===== config.mk =====
export PLATFORM = sky130hd
export DESIGN_NAME = lsu_master
export DESIGN_NICKNAME = d
export VERILOG_FILES = /design/src/rtl/lsu_master.sv
export SDC_FILE = /design/constraint.sdc
export NUM_CORES = 1
export LEC_CHECK = 0
export ABC_AREA = 1
export ABC_CLOCK_PERIOD_IN_PS = 2200
export CAP_MARGIN = 25
export CELL_PAD_IN_SITES_DETAIL_PLACEMENT = 0
export CELL_PAD_IN_SITES_GLOBAL_PLACEMENT = 1
export CORE_ASPECT_RATIO = 0.7
export CORE_UTILIZATION = 29
export DETAILED_ROUTE_END_ITERATION = 8
export PLACE_DENSITY_LB_ADDON = 0.1
export SYNTH_ARGS = -nofsm -noshare
export SYNTH_HDL_FRONTEND = slang
export SYNTH_SLANG_ARGS = --single-unit

===== constraint.sdc =====
create_clock -name clk -period 2.2 [get_ports clk]
set_input_delay 0.66 -clock clk [delete_from_list [all_inputs] [get_ports clk]]
set_output_delay 0.66 -clock clk [all_outputs]
set_load 0.01 [all_outputs]

===== src/rtl/lsu_master.sv =====
// Load/store initiator between the M-stage pipeline and the data-memory bus.
// Optional alignment exceptions are enabled with `define LSU_ALIGN_CHECK_EN.
module lsu_master #(
  parameter int unsigned BUS_TIMEOUT = 255
) (
  input  logic        clk,
  input  logic        reset,
  input  logic        req_valid,
  input  logic        req_we,
  input  logic [1:0]  req_size,
  input  logic        req_unsigned,
  input  logic [31:0] req_addr,
  input  logic [31:0] req_wdata,
  input  logic [31:0] req_pc,
  output logic        stall,
  output logic        resp_valid,
  output logic [31:0] resp_rdata,
  output logic        exc_valid,
  output logic [4:0]  exc_code,
  output logic [31:0] exc_pc,
  output logic [31:0] exc_badaddr,
  output logic        bus_req,
  output logic        bus_we,
  output logic [31:0] bus_addr,
  output logic [3:0]  bus_be,
  output logic [31:0] bus_wdata,
  input  logic        bus_ack,
  input  logic [31:0] bus_rdata
);

  typedef enum logic [1:0] {StIdle, StBus, StResp, StExc} state_e;

  localparam logic [15:0] TimeoutLast = 16'(BUS_TIMEOUT - 1);

  state_e      state_q, state_d;
  logic [15:0] cnt_q, cnt_d;
  logic        we_q, we_d;
  logic [1:0]  size_q, size_d;
  logic        uns_q, uns_d;
  logic [31:0] addr_q, addr_d;
  logic [31:0] pc_q, pc_d;
  logic [4:0]  code_q, code_d;
  logic [31:0] rdata_q, rdata_d;
  logic        bus_req_q, bus_req_d;
  logic        bus_we_q, bus_we_d;
  logic [31:0] bus_addr_q, bus_addr_d;
  logic [3:0]  bus_be_q, bus_be_d;
  logic [31:0] bus_wdata_q, bus_wdata_d;

  logic        is_word, is_half;
  logic [31:0] addr_eff;
  logic [3:0]  be_new;
  logic [31:0] wdata_new;
  logic [7:0]  ld_byte;
  logic [15:0] ld_half;
  logic [31:0] ld_ext;
`ifdef LSU_ALIGN_CHECK_EN
  logic        misalign;
`endif

  always_comb begin
    is_word = req_size[1];
    is_half = (req_size == 2'd1);
`ifdef LSU_ALIGN_CHECK_EN
    misalign = (is_half & req_addr[0]) | (is_word & (req_addr[1:0] != 2'b00));
    addr_eff = req_addr;
`else
    // Without alignment checks the offending low bits are simply dropped.
    if (is_word)      addr_eff = {req_addr[31:2], 2'b00};
    else if (is_half) addr_eff = {req_addr[31:1], 1'b0};
    else              addr_eff = req_addr;
`endif
    if (is_word) begin
      be_new    = 4'b1111;
      wdata_new = req_wdata;
    end else if (is_half) begin
      be_new    = addr_eff[1] ? 4'b1100 : 4'b0011;
      wdata_new = {2{req_wdata[15:0]}};
    end else begin
      be_new    = 4'b0001 << addr_eff[1:0];
      wdata_new = {4{req_wdata[7:0]}};
    end
  end

  // Load lane selection and extension use the latched request fields.
  always_comb begin
    ld_byte = 8'(bus_rdata >> {addr_q[1:0], 3'b000});
    ld_half = addr_q[1] ? bus_rdata[31:16] : bus_rdata[15:0];
    case (size_q)
      2'd0:    ld_ext = uns_q ? {24'h0, ld_byte} : {{24{ld_byte[7]}}, ld_byte};
      2'd1:    ld_ext = uns_q ? {16'h0, ld_half} : {{16{ld_half[15]}}, ld_half};
      default: ld_ext = bus_rdata;
    endcase
  end

  always_comb begin
    state_d     = state_q;
    cnt_d       = cnt_q;
    we_d        = we_q;
    size_d      = size_q;
    uns_d       = uns_q;
    addr_d      = addr_q;
    pc_d        = pc_q;
    code_d      = code_q;
    rdata_d     = rdata_q;
    bus_we_d    = bus_we_q;
    bus_addr_d  = bus_addr_q;
    bus_be_d    = bus_be_q;
    bus_wdata_d = bus_wdata_q;
    unique case (state_q)
      StIdle: begin
        if (req_valid) begin
          we_d        = req_we;
          size_d      = req_size;
          uns_d       = req_unsigned;
          addr_d      = req_addr;
          pc_d        = req_pc;
          bus_we_d    = req_we;
          bus_addr_d  = {addr_eff[31:2], 2'b00};
          bus_be_d    = be_new;
          bus_wdata_d = wdata_new;
          cnt_d       = 16'd0;
          state_d     = StBus;
`ifdef LSU_ALIGN_CHECK_EN
          if (misalign) begin
            code_d  = req_we ? 5'd5 : 5'd4;
            state_d = StExc;
          end
`endif
        end
      end
      StBus: begin
        // Ack beats a timeout firing in the same cycle.
        if (bus_ack) begin
          rdata_d = we_q ? 32'h0 : ld_ext;
          state_d = StResp;
        end else if (cnt_q == TimeoutLast) begin
          code_d  = 5'd7;
          state_d = StExc;
        end else if (cnt_q != 16'hFFFF) begin
          cnt_d = cnt_q + 16'd1;
        end
      end
      StResp:  state_d = StIdle;
      StExc:   state_d = StIdle;
      default: state_d = StIdle;
    endcase
    bus_req_d = (state_d == StBus);
  end

  always_ff @(posedge clk) begin
    if (!reset) begin
      state_q     <= StIdle;
      cnt_q       <= 16'd0;
      we_q        <= 1'b0;
      size_q      <= 2'd0;
      uns_q       <= 1'b0;
      addr_q      <= 32'h0;
      pc_q        <= 32'h0;
      code_q      <= 5'd0;
      rdata_q     <= 32'h0;
      bus_req_q   <= 1'b0;
      bus_we_q    <= 1'b0;
      bus_addr_q  <= 32'h0;
      bus_be_q    <= 4'h0;
      bus_wdata_q <= 32'h0;
    end else begin
      state_q     <= state_d;
      cnt_q       <= cnt_d;
      we_q        <= we_d;
      size_q      <= size_d;
      uns_q       <= uns_d;
      addr_q      <= addr_d;
      pc_q        <= pc_d;
      code_q      <= code_d;
      rdata_q     <= rdata_d;
      bus_req_q   <= bus_req_d;
      bus_we_q    <= bus_we_d;
      bus_addr_q  <= bus_addr_d;
      bus_be_q    <= bus_be_d;
      bus_wdata_q <= bus_wdata_d;
    end
  end

  assign stall       = (state_q == StBus) | ((state_q == StIdle) & req_valid);
  assign resp_valid  = (state_q == StResp);
  assign exc_valid   = (state_q == StExc);
  assign resp_rdata  = rdata_q;
  assign exc_code    = code_q;
  assign exc_pc      = pc_q;
  assign exc_badaddr = addr_q;
  assign bus_req     = bus_req_q;
  assign bus_we      = bus_we_q;
  assign bus_addr    = bus_addr_q;
  assign bus_be      = bus_be_q;
  assign bus_wdata   = bus_wdata_q;

endmodule

==> run summary, run 1 <==
FILL cells: 2488
Drt pass-1 iters: 5
Worst path cell trace: clkdlybuf4s50_1
Netlist Area Pre-Place: 7120 sq um
Sequential fraction of the synthesis area: 43.9%
CP arrival: 1.47 ns
Crit share post-route: 96.9%
Post-DP HPWL: 18.0 mm
CTS clk-pin slew, worst paths: 0.06 ns
Internal power: 5.48 mW
DP Area: 10300 sq um
Gpl congestion: 0.835
Die height: 133 microns
Final non-filler cell area: 10900 sq um
First DRT Iteration DRCs: 339
Post-CTS setup buffer count: 0
Total gr overflow: 0
Post-synth EDFFs: 0
Synth area leader: dfxtp_1
Top-count cell post-synth: nor2_1
Area Growth Syn to Fin: 53.1%
Post-synth ARST share: 0%
Routed Antenna Nets: 0
Horiz. Die Dim: 189 microns
Slowest CP cell: clkdlybuf4s50_1
HP Class: register to register
FF+latch area: 3130 sq um
Period minus WS final: 2.13 ns
CTS Buf Count: 17
Starting Density: 29.8%
Antenna violations before repair: 0
CTS max path bufs: 2
Setup violations, final: 0
Cells after synthesis: 1017
Floorplan core area: 23900 sq um
Area of the multi-input gates: 3300 sq um
GRT Total Usage: 19.8%
Leakage power: 4.23 nW
Total die area: 25200 sq um
Hold_sp: resp_rdata[21]
Fmax achieved: 469 MHz
Critical path fanouts, max: 5
CP startpoint: exc_badaddr[0]
Htree depth: 4
Synth top cells by count: 236 x nor2_1, 211 x nand2_1, 156 x dfxtp_1, 87 x o21ai_0, 69 x a21oi_1
Top cell type's share of synthesized area: 43.9%
Max-Cap Viols: 0
Post-CTS Hold Buffers: 0
Reg2Reg Setup Slack: 0.27 ns
Max-slew violations: 0
TritonCTS Sinks: 156
First-pass GRT wire length: 38.9 mm
Max_slew headroom: 58.5%
CP Data Required Time: 1.54 ns
Wirelength per Cell: 15.4 microns
Flops & latches, synth: 156
Post-synth cell types: 39
Setup WS pre-CTS: -0.419 ns
Sw Share: 27.7%
Sw Pwr: 2.10 mW
Area contributors post-synth: dfxtp_1 44%, nor2_1 12%, nand2_1 11%
RSZ-0062 raised after global routing: no
Pwr dens: 696 nW/um^2
Core Rows: 47
Largest stage delay, worst path: 0.62 ns
Ys flop type: dfxtp_1
Ports: 310
CP startpoint kind: register
CTS tree: done
Via count: 7386
Crit end category: primary output
IO Port Bufs: 305
Hold Fails Final Rpt: 0
Clock Tree Root: clkbuf_16
Total Power Consumption: 7.59 mW
Flop pwr share: 41.4%
Clock power share: 37.0%
Syn_area_per_cell: 7.00 sq um
Crit path max-delay family: buffers and inverters
Final #Nets: 1425
Critical path type: register to primary output
Synth Warn #: 0
Largest net degree at the start of global routing: 53
Worst Slack Setup Final: 0.0683 ns
Clk_skew: 0.00731 ns
Combinational power share: 21.6%
Peak supply drop: 0.000546 V
Drt total wl: 25.0 mm
Reg2Reg Launch Point: cnt_q[1]
Vias per std cell: 4.56
Setup TNS: 0 ns
# DRC: 0
Status: finished clean
Worst-Skew Late Latency: 0.43 ns
Share of post-route cells with drive strength above 1: 7.31%
Crit path buffers/inverters: 1
Number of global-route vias before repair: 6918
Measured slew at the worst slew-check pin: 0.623 ns
-- cell families after synthesis --
logic type,Yosys count,share of synthesized area [%]
and+or+nand+nor,500,28.1
AOI/OAI and AO/OA,209,16.5
DFF,156,43.9
buffers and inverters,141,10.2
xor gates and xnor gates,8,0.984
adders and majority gates,2,0.351
other,1,0.0527
-- cell type report --
cell class                 count  area share (%)
timing repair buffer         342            30.8
multi-input combinational    723            30.3
sequential                   156            28.7
clock buffer                  25            4.36
tap                          318            3.65
inverter                      47            1.62
clock inverter                 7           0.597
antenna                        1          0.0230
-- cell usage in the layout, fill, tap and decap left out, types with 3 or more instances in the layout --
master / n
conb_1: 4
clkbuf_16: 17
clkdlybuf4s50_1: 300
o211ai_1: 5
nor2_1: 233
clkinv_2: 4
o21bai_1: 4
o21ai_0: 87
xor2_1: 7
o221ai_1: 7
dfxtp_1: 154
a21oi_2: 4
a31oi_1: 21
buf_4: 35
nand4_1: 8
clkbuf_1: 6
o21a_1: 3
inv_2: 4
or2_2: 9
nand2_1: 210
nand3_1: 25
nor2_2: 4
a22o_1: 3
a21oi_1: 69
inv_1: 43
-- sequential cells by signal, indices dropped and copies added, names as in the netlist --
signal	cells
exc_badaddr	32
state_q	2
exc_code	1
cnt_q	16
uns_q	1
resp_rdata	32
bus_req	1
bus_we	1
bus_be	4
size_q	2
bus_wdata	32
exc_pc	32
-- metrics by stage --
step                      utilization, %  std cells  hold slack [ns]
after floorplan                        -       1020            0.465
after global placement              43.3       1586            0.455
after detailed placement            43.3       1586            0.455
after CTS                           45.6       1618            0.466
after global routing                45.6       1618            0.486
final                               45.7       1619            0.465
-- repair_timing --
| item | in CTS | in global routing |
|---|---|---|
| pin swaps | 0 | 0 |
| gates resized for setup | 5 | 4 |
| endpoints found under the setup margin | 2 | 3 |
-- final timing paths --
path,to,cells after the start
setup / recovery,exc_badaddr[0],1
hold / removal,resp_rdata[21],2
setup reg to reg,cnt_q[12],9
hold reg to reg,resp_rdata[21],2
-- per-layer routing --
metal / vias to the layer above / track usage [%] / share of wire, %
li1: 3792 / - / -
met1: 3337 / 27.3 / 47
met2: 245 / 30.0 / 43
met3: 12 / 6.45 / 8.6
met4: 0 / 4.30 / 0.80
met5: - / 0 / 0
-- power groups by stage --
stage / clock network, mW / registers [mW] / logic, mW
3_3_place_gp: 0 / 3.21 / 1.65
4_1_cts: 2.88 / 3.15 / 1.66
5_1_grt: 3.02 / 3.17 / 1.79
2_1_floorplan: 0 / 3.27 / 0.693
6_report: 2.81 / 3.14 / 1.64
3_5_place_dp: 0 / 3.21 / 1.65
(Power assumes the default switching activity.)
==> run 2, diff against run 1 <==
--- a/config.mk
+++ b/config.mk
@@ -12,6 +12,7 @@
 export CELL_PAD_IN_SITES_GLOBAL_PLACEMENT = 1
 export CORE_ASPECT_RATIO = 0.7
-export CORE_UTILIZATION = 29
+export CORE_UTILIZATION = 43
 export DETAILED_ROUTE_END_ITERATION = 8
+export DONT_BUFFER_PORTS = 1
 export PLACE_DENSITY_LB_ADDON = 0.1
 export SYNTH_ARGS = -nofsm -noshare
==> constraint.sdc (replaced) <==
create_clock -name clk -period 2.2 [get_ports clk]
set_input_delay 0.44 -clock clk [delete_from_list [all_inputs] [get_ports clk]]
set_output_delay 0.44 -clock clk [all_outputs]
set_load 0.01 [all_outputs]
==> run 2 against run 1 <==
  * Hold slack worse by 0.32 ns
  * Clock power rose by 15%
  * Critical path depth up 4
  * First-iteration DRC count up 68%
  * Final area down 30%
  * Wire length down 15%
  * Clock skew grew 0.0020 ns
  * Critical path type unchanged
  * Via count is 14% lower
  * Die area decreased by 32%
  * Setup slack better by 0.12 ns
  * Flip-flop and latch count did not move
==> run summary, run 2 (synthesized netlist as in run 1, its figures left out) <==
Hold Fails Final Rpt: 0 (unchanged)
Period minus WS final: 2.01 ns (was 2.13 ns)
Total Power Consumption: 7.28 mW (was 7.59 mW)
FF+latch area: 3120 sq um (was 3130 sq um)
CP Data Required Time: 1.76 ns (was 1.54 ns)
Ports: 310 (unchanged)
CTS Buf Count: 17 (unchanged)
M2 GR Usage: 40.7% (was 30.0%)
Core Rows: 38 (was 47)
Htree depth: 4 (unchanged)
Gr busiest metal: met2 (unchanged)
Drt pass-1 iters: 4 (was 5)
TritonCTS Sinks: 156 (unchanged)
Reg2reg path depth: 5 (was 9)
Area Growth Syn to Fin: 7.59% (was 53.1%)
WP depth: 5 (was 1)
CP arrival: 1.57 ns (was 1.47 ns)
Starting Density: 45.0% (was 29.8%)
Hold depth: 2 (unchanged)
Leakage power: 3.01 nW (was 4.23 nW)
Drt total wl: 21.3 mm (was 25.0 mm)
Fmax achieved: 496 MHz (was 469 MHz)
Placed insts: 1161 (was 1586)
Final #Nets: 1098 (was 1425)
Die height: 110 microns (was 133 microns)
Via count: 6378 (was 7386)
CP startpoint kind: register (unchanged)
Gpl congestion: 0.864 (was 0.835)
Crit path max-delay family: simple AND/OR/NAND/NOR gates (was buffers and inverters)
Crit share post-route: 91.6% (was 96.9%)
Total die area: 17100 sq um (was 25200 sq um)
Total gr overflow: 0 (unchanged)
Floorplan core area: 15800 sq um (was 23900 sq um)
Number of global-route vias before repair: 6008 (was 6918)
Final std cells w/o fill: 1193 (was 1619)
CTS max path bufs: 2 (unchanged)
Met3 usage: 10.1% (was 6.45%)
Most common cell after layout, fill and taps aside: nor2_1 (was clkdlybuf4s50_1)
Share of post-route cells with drive strength above 1: 7.71% (was 7.31%)
Antenna violations before repair: 0 (unchanged)
Routed Antenna Nets: 0 (unchanged)
Hold_sp: reset (was resp_rdata[21])
First-pass GRT wire length: 32.5 mm (was 38.9 mm)
HP Class: primary input to register (was register to register)
Slowest CP cell: dfxtp_1 (was clkdlybuf4s50_1)
Crit end category: primary output (unchanged)
GRT Total Usage: 25.0% (was 19.8%)
Peak supply drop: 0.000456 V (was 0.000546 V)
Vias per std cell: 5.35 (was 4.56)
FILL cells: 1631 (was 2488)
First DRT Iteration DRCs: 571 (was 339)
Worst hold endpoint: exc_pc[19] (was resp_rdata[21])
IO Port Bufs: 0 (was 305)
Post-layout utilization of the core: 48.4% (was 45.7%)
Clock Tree Root: clkbuf_16 (unchanged)
Critical path fanouts, max: 12 (was 5)
Max_slew headroom: 60.1% (was 58.5%)
Area of the multi-input gates: 3300 sq um (about the same)
Largest net degree at the start of global routing: 100 (was 53)
# DRC: 0 (unchanged)
Post-DP HPWL: 15.4 mm (was 18.0 mm)
Worst path cell trace: nor2_1, nand2_4, inv_4, nor2_2, inv_1 (was clkdlybuf4s50_1)
Most frequent cells in the layout: 234 x nor2_1, 210 x nand2_1, 156 x dfxtp_1 (was 300 x clkdlybuf4s50_1, 233 x nor2_1, 210 x nand2_1)
Critical path type: register to primary output (unchanged)
Reg2Reg Launch Point: state_q[0] (was cnt_q[1])
Post-CTS Hold Buffers: 0 (unchanged)
Antenna cell count: 0 (was 1)
Cells resized by post-CTS repair: 0 (was 5)
Post-CTS setup buffer count: 0 (unchanged)
Setup TNS: 0 ns (unchanged)
Crit path buffers/inverters: 2 (was 1)
Horiz. Die Dim: 156 microns (was 189 microns)
Worst-Skew Late Latency: 0.43 ns (about the same)
Status: finished clean (unchanged)
Clk_skew: 0.00931 ns (was 0.00731 ns)
RSZ-0062 raised after global routing: no (unchanged)
Setup violations, final: 0 (unchanged)
Max-slew violations: 0 (unchanged)
Reg2Reg Setup Slack: 0.32 ns (was 0.27 ns)
CTS tree: done (unchanged)
Measured slew at the worst slew-check pin: 0.598 ns (was 0.623 ns)
M1 GR Usage: 29.6% (was 27.3%)
Pwr dens: 951 nW/um^2 (was 696 nW/um^2)
Max-Cap Viols: 0 (unchanged)
Largest stage delay, worst path: 0.43 ns (was 0.62 ns)
FF-to-FF End: cnt_q[1] (was cnt_q[12])
CTS clk-pin slew, worst paths: 0.07 ns (was 0.06 ns)
Wirelength per Cell: 17.9 microns (was 15.4 microns)
## run 2: per-stage QoR
step / setup slack (ns) / cell area (sq um) / hold WS (ns)
floorplan: 0.630 / 7130 / 0.465
global placement: 0.314 / 7010 / 0.487
global route: 0.0572 / 7660 / 0.126
finish: 0.185 / 7660 / 0.143
detailed placement: 0.276 / 7010 / 0.500
CTS: 0.0142 / 7650 / 0.124
## run 2: per-layer routing
layer	share of wire, %	vias up
li1	-	3135
met1	43	2963
met2	45	246
met3	9.4	34
met4	2.6	0
met5	0	-
## run 2: worst max path at each step
| stage | start | to | slack, ns |
|---|---|---|---|
| floorplan | cnt_q[1] | cnt_q[13] | 0.63 |
| finish | state_q[0] | stall | 0.19 |
| global placement | state_q[0] | bus_be[0] | 0.31 |
| CTS | state_q[0] | stall | 0.01 |
| detailed placement | state_q[0] | bus_be[0] | 0.28 |
| global route | state_q[0] | stall | 0.06 |
## run 2: report_power, final
group          internal, mW  switching, mW
Sequential             3.02          0.286
Combinational         0.242          0.488
Clock                  1.95           1.30
## run 2: final cells by class
| class | instances | area share (%) |
|---|---|---|
| flip-flops and latches | 156 | 40.8 |
| clock buffers | 17 | 5.55 |
| well taps | 220 | 3.59 |
| repair buffers | 15 | 1.80 |
| clock inverters | 15 | 2.91 |
| multi-input cells | 723 | 43.0 |
| inverters | 47 | 2.34 |
## run 2: worst reg2reg max path: cells and delay by family, from the launching register on
kind,cells,cell delay [ns]
AO/OA/AOI/OAI,2,0.64
flip-flops,1,0.43
AND/OR/NAND/NOR,3,0.68
